--- src/rtl/inst_fetch_queue_if.sv ---
// Fetch-queue bus: instruction-memory address/data, redirect request and the
// valid/ready decode handshake, with one modport for each side.
interface inst_fetch_queue_if #(
    parameter int DEPTH = 4
);
    localparam int CW = $clog2(DEPTH + 1);

    logic [31:0]   imem_addr;
    logic [31:0]   imem_data;
    logic          redirect_valid;
    logic [31:0]   redirect_pc;
    logic          out_valid;
    logic          out_ready;
    logic [31:0]   out_inst;
    logic [31:0]   out_pc;
    logic [CW-1:0] count;

    modport master (
        output imem_addr,
        input  imem_data,
        input  redirect_valid,
        input  redirect_pc,
        output out_valid,
        input  out_ready,
        output out_inst,
        output out_pc,
        output count
    );

    modport slave (
        input  imem_addr,
        output imem_data,
        output redirect_valid,
        output redirect_pc,
        input  out_valid,
        output out_ready,
        input  out_inst,
        input  out_pc,
        input  count
    );
endinterface

--- src/rtl/inst_fetch_queue.sv ---
// Instruction-fetch front end: drives the fetch PC, captures returned words into
// a small PC-tagged prefetch FIFO and hands them to decode; redirects flush it.
module inst_fetch_queue #(
    parameter int          DEPTH    = 4,
    parameter logic [31:0] RESET_PC = 32'h0000_0000
) (
    input logic                 clk,
    input logic                 reset,
    inst_fetch_queue_if.master  bus
);
    localparam int AW = $clog2(DEPTH);
    localparam int CW = $clog2(DEPTH + 1);

    logic [31:0]   fetch_pc_r;
    logic [63:0]   storage_r [DEPTH];
    logic [AW-1:0] rd_ptr_r;
    logic [AW-1:0] wr_ptr_r;
    logic [CW-1:0] count_r;

    logic          empty_s;
    logic          full_s;
    logic          pop_s;
    logic          push_s;

    // Handshake decode; a redirect suppresses both push and pop.
    always_comb begin
        empty_s = (count_r == {CW{1'b0}});
        full_s  = (count_r == CW'(DEPTH));
        pop_s   = ~empty_s & bus.out_ready & ~bus.redirect_valid;
        push_s  = ~bus.redirect_valid & (~full_s | pop_s);
    end

    // Fetch PC, pointers and occupancy; reset beats redirect beats push/pop.
    always_ff @(posedge clk) begin
        if (reset) begin
            fetch_pc_r <= RESET_PC;
            rd_ptr_r   <= {AW{1'b0}};
            wr_ptr_r   <= {AW{1'b0}};
            count_r    <= {CW{1'b0}};
        end else if (bus.redirect_valid) begin
            // Masking keeps the target word-aligned regardless of the low bits.
            fetch_pc_r <= bus.redirect_pc & 32'hFFFF_FFFC;
            rd_ptr_r   <= {AW{1'b0}};
            wr_ptr_r   <= {AW{1'b0}};
            count_r    <= {CW{1'b0}};
        end else begin
            if (push_s) begin
                wr_ptr_r   <= wr_ptr_r + AW'(1);
                fetch_pc_r <= fetch_pc_r + 32'd4;
            end
            if (pop_s) begin
                rd_ptr_r <= rd_ptr_r + AW'(1);
            end
            count_r <= count_r + CW'(push_s) - CW'(pop_s);
        end
    end

    // Entry storage, deliberately not cleared on reset.
    always_ff @(posedge clk) begin
        if (!reset && push_s) begin
            storage_r[wr_ptr_r] <= {fetch_pc_r, bus.imem_data};
        end
    end

    // Head presentation, zeroed while the queue is empty.
    always_comb begin
        bus.imem_addr = fetch_pc_r;
        bus.count     = count_r;
        bus.out_valid = ~empty_s;
        if (empty_s) begin
            bus.out_pc   = 32'h0000_0000;
            bus.out_inst = 32'h0000_0000;
        end else begin
            bus.out_pc   = storage_r[rd_ptr_r][63:32];
            bus.out_inst = storage_r[rd_ptr_r][31:0];
        end
    end
endmodule

--- src/flat_wrapper.sv ---
// flat-port wrapper written by rule: the top's interface ports become plain ports
module inst_fetch_queue_flat 
#(
    parameter int          DEPTH    = 4,
    parameter logic [31:0] RESET_PC = 32'h0000_0000
)
  (clk, reset, bus_imem_addr, bus_imem_data, bus_redirect_valid, bus_redirect_pc, bus_out_valid, bus_out_ready, bus_out_inst, bus_out_pc, bus_count);
  inst_fetch_queue_if #(.DEPTH(DEPTH)) bus_i ();
  input logic clk;
  input logic reset;
  output wire logic [$bits(bus_i.imem_addr)-1:0] bus_imem_addr;
  input wire logic [$bits(bus_i.imem_data)-1:0] bus_imem_data;
  input wire logic [$bits(bus_i.redirect_valid)-1:0] bus_redirect_valid;
  input wire logic [$bits(bus_i.redirect_pc)-1:0] bus_redirect_pc;
  output wire logic [$bits(bus_i.out_valid)-1:0] bus_out_valid;
  input wire logic [$bits(bus_i.out_ready)-1:0] bus_out_ready;
  output wire logic [$bits(bus_i.out_inst)-1:0] bus_out_inst;
  output wire logic [$bits(bus_i.out_pc)-1:0] bus_out_pc;
  output wire logic [$bits(bus_i.count)-1:0] bus_count;
  assign bus_imem_addr = bus_i.imem_addr;
  assign bus_i.imem_data = bus_imem_data;
  assign bus_i.redirect_valid = bus_redirect_valid;
  assign bus_i.redirect_pc = bus_redirect_pc;
  assign bus_out_valid = bus_i.out_valid;
  assign bus_i.out_ready = bus_out_ready;
  assign bus_out_inst = bus_i.out_inst;
  assign bus_out_pc = bus_i.out_pc;
  assign bus_count = bus_i.count;
  inst_fetch_queue #(.DEPTH(DEPTH), .RESET_PC(RESET_PC)) u_core (.clk(clk), .reset(reset), .bus(bus_i));
endmodule
--- config.mk ---
export PLATFORM = sky130hd
export DESIGN_NAME = inst_fetch_queue_flat
export DESIGN_NICKNAME = d
export VERILOG_FILES = /design/src/rtl/inst_fetch_queue_if.sv /design/src/rtl/inst_fetch_queue.sv /design/src/flat_wrapper.sv
export SDC_FILE = /design/constraint.sdc
export NUM_CORES = 1
export LEC_CHECK = 0
export CORE_ASPECT_RATIO = 1.1
export CORE_MARGIN = 2
export CORE_UTILIZATION = 37
export CTS_CLUSTER_DIAMETER = 30
export DETAILED_ROUTE_END_ITERATION = 7
export GPL_ROUTABILITY_DRIVEN = 0
export HOLD_SLACK_MARGIN = 0.1
export PLACE_DENSITY = 0.64
export SLEW_MARGIN = 30
export SYNTH_ARGS = -nofsm -noshare
export SYNTH_HDL_FRONTEND = slang
export SYNTH_SLANG_ARGS = --single-unit
--- constraint.sdc ---
create_clock -name clk -period 5.4 [get_ports clk]
set_clock_uncertainty 0.15 [all_clocks]
set_input_delay 0.81 -clock clk [delete_from_list [all_inputs] [get_ports clk]]
set_output_delay 0.81 -clock clk [all_outputs]
set_load 0.02 [all_outputs]
Word level (Yosys, flattened, before mapping) --
Memories as Yosys holds them, arrays and structs flattened. A register that Yosys moved wholly into a read port is not among the register bits. Index checks and enable logic that the tools add are counted.
Storage, ports and cells: bits in registers 39, latch bits 0, RAM bits 256, bits in read-only memories 0, output and inout bits 100, word-level logic and storage cells 32, memories 1
Memories:
- u_core.storage_r | depth 4, width 64, read ports 1, clocked after memory_dff 1, write ports 1, RTL line inst_fetch_queue.sv:15 | logic [63:0] storage_r [DEPTH];
Operators by class: add/subtract/negate cells 5, multiply operators 0, div/mod/pow operators 0, order comparisons 0, equality and inequality tests 1, shift operators 0, muxes and demuxes 8, bitwise operators 7, reductions and logical operators 5
Operators with widths (count):
- 2-to-1 mux 32 bit | 4
- adder 32 x 3 -> 32 bit, second input constant | 1
- adder 2 x 1 -> 2 bit, second input constant | 2
- 2-to-1 mux 2 bit | 2
- adder 3 x 1 -> 3 bit | 1
- bitwise AND 1 bit | 3
- equality test 3 bit, second input constant | 1
- logical NOT 3 bit | 1
- inverter 1 bit | 3
- subtractor 3 x 1 -> 3 bit | 1
- 2-to-1 mux 1 bit | 2
- nonzero test 2 bit | 1
- OR reduction 2 bit | 1
- logical AND 1 bit | 1
- logical NOT 1 bit | 1
- OR 1 bit | 1

Longest topological paths before layout --
Gate-level depths: netlist of the first run.
depth after elaboration 9, gate-level depth with buffers 10, gate-level depth less buffers 9

Worst setup path before layout of the first run --
OpenSTA, ideal clock, no wires.
path type input to register, from input bus_redirect_valid, to memory u_core.storage_r[0][0] (enable), data arrival time 3100 ps, data required time 4823 ps, slack 1723 ps, cell stages on the path 5, buffers on the path 2, path through clkbuf_1 -> nand2b_1 -> nand2_1 -> clkbuf_1 -> and3_1
Between the ends: word-level cells in the longest chain between the ends 7
Ends and longest elaborated chain:
- from (decl) | RTL line flat_wrapper.sv:13 | input wire logic [$bits(bus_i.redirect_valid)-1:0] bus_redirect_valid;
- inverter 1 bit * | RTL line inst_fetch_queue.sv:29, inst_fetch_queue.sv:30
- bitwise AND 1 bit | RTL line inst_fetch_queue.sv:29 | pop_s = ~empty_s & bus.out_ready & ~bus.redirect_valid;
- OR 1 bit | RTL line inst_fetch_queue.sv:30 | push_s = ~bus.redirect_valid & (~full_s | pop_s);
- bitwise AND 1 bit * | RTL line inst_fetch_queue.sv:30
- logical AND 1 bit * | RTL line inst_fetch_queue.sv:60 | if (!reset && push_s) begin
- 2-to-1 mux 1 bit * | RTL line inst_fetch_queue.sv:60
- 2-to-1 mux 1 bit (implied by the code) * | RTL line inst_fetch_queue.sv:61 | storage_r[wr_ptr_r] <= {fetch_pc_r, bus.imem_data};
- to (decl) | RTL line inst_fetch_queue.sv:15
Mark *: on every way between the ends. The rest lies on a longest branch, timed or not.

==> flow_metrics.env, run 1 <==
export IMPL_status="complete, no violations"
export IMPL_first_pass_iters=5
export IMPL_ys_seq_area_frac=0.7047
export IMPL_seq_area_sq_um=8235
export IMPL_finalMaxSlewViolations=0
export IMPL_fin_setup_tns_ns=0
export IMPL_htreeDepth=2
export IMPL_fin_area_sq_um=15780
export IMPL_ys_types=46
export IMPL_track_usage=0.1611
export IMPL_place_area_sq_um=13870
export IMPL_grt_pass1_wl_mm=40.83
export IMPL_yosysWarnings=0
export IMPL_combPwrFrac=0.071
export IMPL_viasPerCell=5.109
export IMPL_p_sw_mw=1.435
export IMPL_setup_viol=0
export IMPL_pwr_share_clk=0.536
export IMPL_critPathRequiredTime_ns=4.44
export IMPL_worstSetupPathType="reg -> out"
export IMPL_finalCritPeriodShare=0.7366
export IMPL_place_port_buffers=161
export IMPL_min_period_ns=3.978
export IMPL_max_cap_viol_count=0
export IMPL_clock_path_buffers=3
export IMPL_cp_arrival_ns=3.02
export IMPL_drt_met1_wl_mm=11.36
export IMPL_core_area_sq_um=31220
export IMPL_synth_area_per_cell_sq_um=16.94
export IMPL_swShare=0.2225
export IMPL_async_flop_share=0
export IMPL_cts_root_buf="clkbuf_16"
export IMPL_cts_resized=0
export IMPL_dieArea_sq_um=32990
export IMPL_whs_ns=0.3438
export IMPL_nNetsFinal=957
export IMPL_worstRegToRegCells=10
export IMPL_rr_startpoint="u_core.bus.count[1]$_SDFF_PP0_"
export IMPL_start_util=0.3739
export IMPL_hold_buffers=0
export IMPL_holdPathStages=2
export IMPL_rsz0062_at_grt="false"
export IMPL_clkLatencyLatePin_ns=0.55
export IMPL_grt_overflow=0
export IMPL_wl_met3_mm=1.794
export IMPL_ant_nets=0
export IMPL_die_y_um=190.3
export IMPL_grt_antenna_before_repair=0
export IMPL_slew_headroom=0.3489
export IMPL_ys_seq_elements=287
export IMPL_dr_wl_met2_mm=12.56
export IMPL_yosys_area_top_type="edfxtp_1"
export IMPL_worst_pin_slew_ns=0.9741
export IMPL_cts_buffers=55
export IMPL_drive_gt1_frac=0.1983
export IMPL_crit_fanout=33
export IMPL_fillers=2637
export IMPL_dr_max_layer_used="met4"
export IMPL_grt_start_max_net_pins=47
export IMPL_synthCells=689
export IMPL_hold_path_class="reg -> reg"
export IMPL_place_hpwl_mm=15.95
export IMPL_ys_flop_type="edfxtp_1"
export IMPL_cts_tree="built"
export IMPL_drt_wirelength_per_cell_um=19.61
export IMPL_yosysTopAreaCellShare=0.6379
export IMPL_seq_power_share=0.393
export IMPL_num_antenna_cells=0
export IMPL_clkSlewWorstSetupHoldPaths_ns=0.05
export IMPL_worstSetupEndpointType="output port"
export IMPL_vdd_drop_max_uv=225.1
export IMPL_vias=6887
export IMPL_drt_iter0_markers=525
export IMPL_syn2layout_area_growth_pct=35.19
export IMPL_hold_start="u_core.wr_ptr_r[1]$_SDFFE_PP0N_"
export IMPL_postCtsSetupBuffers=0
export IMPL_synth_edf_count=248
export IMPL_intPower_mw=5.013
export IMPL_slowest_delay_ns=0.82
export IMPL_start_kind="register"
export IMPL_drc=0
export IMPL_power_density_nw_per_um2=408.5
export IMPL_cts_sinks=287
export IMPL_clock_fmax_mhz=251.4
export IMPL_ios=168
export IMPL_multi_input_area_sq_um=3227
export IMPL_fp_dieW_um=173.4
export IMPL_routed_wl_mm=26.43
export IMPL_rows=68
export IMPL_path_cells="buf_4 -> mux4_2 -> and2_1 -> clkdlybuf4s50_1"
export IMPL_synth_area_leaders="edfxtp_1 64%, mux4_2 12%, dfxtp_1 6.7%, and2_1 3.5%, nor2_1 1.3%"
export IMPL_syn_cell_area_sq_um=11670
export IMPL_grt_pass1_vias=7099
export IMPL_hold_violations=0
export IMPL_slowest_stage="dfxtp_4"
export IMPL_power_leakage_nw=5.192
-- synth_stat cells, types with 2 or more instances --
cell	number
o31ai_1	7
a2111oi_0	5
and2_1	65
buf_1	3
o211ai_1	2
nand3_1	12
a221o_1	2
nor2b_1	4
edfxtp_1	248
buf_4	4
xnor2_1	7
or3_1	5
o31a_1	5
nor2_1	39
xor2_1	5
ha_1	7
and4_1	5
clkbuf_1	30
and3_1	10
a311oi_1	11
nand4_1	4
nor3_1	2
or2_2	2
a21oi_1	8
or3b_2	2
nor4_1	8
nand2_1	19
dfxtp_1	39
buf_2	7
or4_1	5
mux4_2	62
o21ai_0	7
a211oi_1	14
inv_1	17
o2111ai_1	5
a2111oi_1	2
-- state kept, by name, summed over array words and instances (netlist names), named ones only --
| name | flops |
|---|---|
| u_core.storage_r | 248 |
| u_core.rd_ptr_r | 2 |
| u_core.wr_ptr_r | 2 |
| u_core.bus.imem_addr | 30 |
| u_core.bus.count | 3 |
-- layout by cell type, fill, tap and decap left out, drive strengths merged, types with 6 or more instances in the layout --
| cell type | instances |
|---|---|
| ha | 7 |
| a211oi | 14 |
| dfxtp | 39 |
| clkdlybuf4s50 | 161 |
| mux4 | 62 |
| inv | 30 |
| nand2 | 19 |
| buf | 15 |
| clkinvlp | 8 |
| clkbuf | 59 |
| clkinv | 15 |
| a2111oi | 7 |
| o31ai | 7 |
| a21oi | 8 |
| nand3 | 12 |
| nor4 | 8 |
| edfxtp | 248 |
| o21ai | 7 |
| and4 | 6 |
| a311oi | 11 |
| and2 | 66 |
| and3 | 10 |
| xnor2 | 7 |
| nor2 | 39 |
| bufinv | 9 |
-- area by class of cell --
class,count,share of cell area
Inverter,17,0.004043
Sequential cell,287,0.5218
Timing Repair Buffer,176,0.1153
Multi-Input combinational cell,344,0.2044
Clock buffer,59,0.08815
Clock inverter,45,0.03306
Tap cell,420,0.03329
-- worst paths after layout --
kind / slack, ns / to
worst min-delay path: 0.34 / u_core.wr_ptr_r[1]$_SDFFE_PP0N_
worst min register to register: 0.34 / u_core.wr_ptr_r[1]$_SDFFE_PP0N_
worst max-delay path: 1.42 / bus_out_pc[27]
worst max register to register: 2.15 / u_core.bus.count[2]$_SDFF_PP0_
-- worst max-delay path, delay by kind of cell, from the launching register on --
kind          cells  cell delay [ns]
buf+inv           2             0.93
flops             1             0.82
mux               1             0.52
simple gates      1             0.19
-- cell families (layout without fill, tap and decap cells) --
logic type	after synthesis	count (layout)	share of synthesized area
flip-flops	287	287	0.7047
AND/OR/NAND/NOR	188	188	0.08992
other	1	4	0.0003212
buffers and inverters	61	297	0.02165
AO/OA/AOI/OAI	70	70	0.04555
adder cells (fa/ha/maj)	8	8	0.009216
multiplexers	62	62	0.1196
XOR/XNOR	12	12	0.009002
-- per-stage QoR --
stage / total power, mW / setup slack (ns) / cells / util
CTS: 6.523 / 1.286 / 1348 / 0.5055
detailed placement: 3.041 / 1.473 / 1244 / 0.4442
finish: 6.448 / 1.422 / 1348 / 0.5055
global placement: 3.031 / 1.456 / 1237 / 0.4395
floorplan: 2.791 / 1.723 / 692 / -
global route: 6.665 / 1.196 / 1348 / 0.5055
-- power groups by stage --
stage               combinational (mW)  sequential (mW)  clock, mW
finish                           0.456             2.54       3.46
global route                     0.490             2.54       3.63
CTS                              0.464             2.54       3.52
detailed placement               0.462             2.58          0
global placement                 0.455             2.58          0
floorplan                        0.213             2.58          0
-- per-layer routing --
layer  GRT usage  vias to the layer above
li1            -                     3145
met1      0.2131                     3448
met2      0.2582                      240
met3     0.04346                       54
met4     0.05606                        0
met5           0                        -
No activity file was read; power rests on OpenSTA's default activity.
==> run 2: changes to the inputs <==
Settings changed: PLACE_DENSITY 0.64 to 0.66.
Clock period 5.4 ns to 3.4 ns, I/O delays scaled along.
==> flow_metrics.env, run 2 (synthesis gave the netlist of run 1 again) <==
export IMPL_fin_setup_tns_ns=0
export IMPL_max_cap_viol_count=0
export IMPL_seq_area_sq_um=8235
export IMPL_layout_common_cells="248 x edfxtp_1, 161 x clkdlybuf4s50_1, 65 x and2_1, 62 x mux4_2, 54 x clkbuf_16"
export IMPL_viasPerCell=5.106
export IMPL_die_y_um=190.3
export IMPL_rows=68
export IMPL_routed_wl_mm=26.73
export IMPL_power_leakage_nw=5.337
export IMPL_drt_iter0_markers=465
export IMPL_cts_tree="built"
export IMPL_grt_overflow=0
export IMPL_clock_path_buffers=3
export IMPL_min_period_ns=3.209
export IMPL_cts_buffers=53
export IMPL_start_kind="register"
export IMPL_cts_sinks=287
export IMPL_setup_viol=0
export IMPL_worstSetupPathType="reg -> out"
export IMPL_nNetsFinal=984
export IMPL_p_sw_mw=2.320
export IMPL_combPwrFrac=0.075
export IMPL_first_pass_iters=4
export IMPL_grt_start_max_net_pins=47
export IMPL_ant_nets=0
export IMPL_seq_power_share=0.393
export IMPL_cp_arrival_ns=2.55
export IMPL_track_usage=0.1623
export IMPL_dieArea_sq_um=32990
export IMPL_syn2layout_area_growth_pct=37.34
export IMPL_grt_pass1_wl_mm=41.21
export IMPL_drt_wirelength_per_cell_um=19.47
export IMPL_swShare=0.2275
export IMPL_fp_dieW_um=173.4
export IMPL_worstRegToRegCells=4
export IMPL_drive_gt1_frac=0.2204
export IMPL_intPower_mw=7.876
export IMPL_status="complete, no violations"
export IMPL_place_hpwl_mm=17.07
export IMPL_power_mw=10.20
export IMPL_vias=7010
export IMPL_holdPathStages=2
export IMPL_rsz0062_at_grt="false"
export IMPL_ios=168
export IMPL_cts_root_buf="clkbuf_16"
export IMPL_max_flop_register="u_core.storage_r"
export IMPL_crit_fanout=46
export IMPL_final_common_cell="edfxtp_1"
export IMPL_finalMaxSlewViolations=0
export IMPL_core_area_sq_um=31220
export IMPL_num_antenna_cells=0
export IMPL_place_port_buffers=161
export IMPL_largest_reg_flops=248
export IMPL_start_util=0.3739
export IMPL_worst_pin_slew_ns=0.8268
export IMPL_worstSetupEndpointType="output port"
export IMPL_hold_violations=0
export IMPL_clkSlewWorstSetupHoldPaths_ns=0.05
export IMPL_grt_pass1_vias=7165
export IMPL_finalCritPeriodShare=0.9439
export IMPL_grt_antenna_before_repair=0
export IMPL_fillers=2603
export IMPL_clock_fmax_mhz=311.6
export IMPL_htreeDepth=2
export IMPL_hold_path_class="reg -> reg"
export IMPL_critPathRequiredTime_ns=2.74
export IMPL_slew_headroom=0.4483
export IMPL_hold_buffers=0
export IMPL_drc=0
export IMPL_clkLatencyLatePin_ns=0.55
export IMPL_power_density_nw_per_um2=635.9
export IMPL_vdd_drop_max_uv=376.3
export IMPL_pwr_share_clk=0.531
export IMPL_multi_input_area_sq_um=3227
==> run 2: cell count changes in the layout (fill, tap and decap cells not counted), moves of 3 or more <==
cell,before,now
buf_12,6,12
buf_4,8,31
clkinv_4,2,5
inv_6,12,7
inv_8,1,4
clkinv_2,7,3
==> run 2: worst paths after layout <==
path / slack, ns / start / to
max reg2reg: 0.81 / u_core.bus.imem_addr[5]$_SDFFE_PP0P_ / u_core.bus.imem_addr[21]$_SDFFE_PP0P_
max: 0.19 / u_core.bus.count[1]$_SDFF_PP0_ / bus_out_pc[22]
min reg2reg: 0.35 / u_core.wr_ptr_r[1]$_SDFFE_PP0N_ / u_core.wr_ptr_r[1]$_SDFFE_PP0N_
min: 0.35 / u_core.wr_ptr_r[1]$_SDFFE_PP0N_ / u_core.wr_ptr_r[1]$_SDFFE_PP0N_
==> run 2: layout make-up <==
cell class,count,area share
Timing Repair Buffer,205,0.1307
Clock inverter,43,0.03270
Tap cell,420,0.03277
Inverter,17,0.003980
Multi-Input combinational cell,344,0.2012
Sequential cell,287,0.5136
Clock buffer,57,0.08498
==> run 2: per-stage QoR <==
stage          instances  cell area [sq um]  utilization  worst slack [ns]  hold slack [ns]
2_1_floorplan        692              11690            -           0.02275           0.3147
3_3_place_gp        1267              14100       0.4515            0.4122           0.3297
3_5_place_dp        1267              14100       0.4515            0.3429           0.3444
4_1_cts             1367              15990       0.5121           0.05267           0.3503
5_1_grt             1373              16030       0.5135           0.06863           0.3716
6_report            1373              16030       0.5135            0.1908           0.3477
==> run 2: power by group through the flow <==
stage               sequential [mW]  combinational, mW  clock (mW)
finish                         4.01              0.766        5.42
global route                   4.02              0.823        5.68
CTS                            4.01              0.778        5.51
detailed placement             4.08              0.775           0
global placement               4.07              0.770           0
floorplan                      4.09              0.338           0
==> run 2: repair_timing <==
action,in CTS,in global routing
setup endpoints to repair,12,9
buffers inserted,0,6
resized for setup,1,0
==> run 2: routing by layer <==
layer	wire (um)	GRT usage
met1	11220	0.2089
met2	13220	0.2743
met3	1854	0.04027
met4	440	0.04596
met5	0	0
==> run 2: critical path, stage by stage, from the launching register on <==
cell,delay (ns)
dfxtp_1,0.35
or3_2,0.53
buf_4,0.31
and2_1,0.20
clkdlybuf4s50_1,0.62
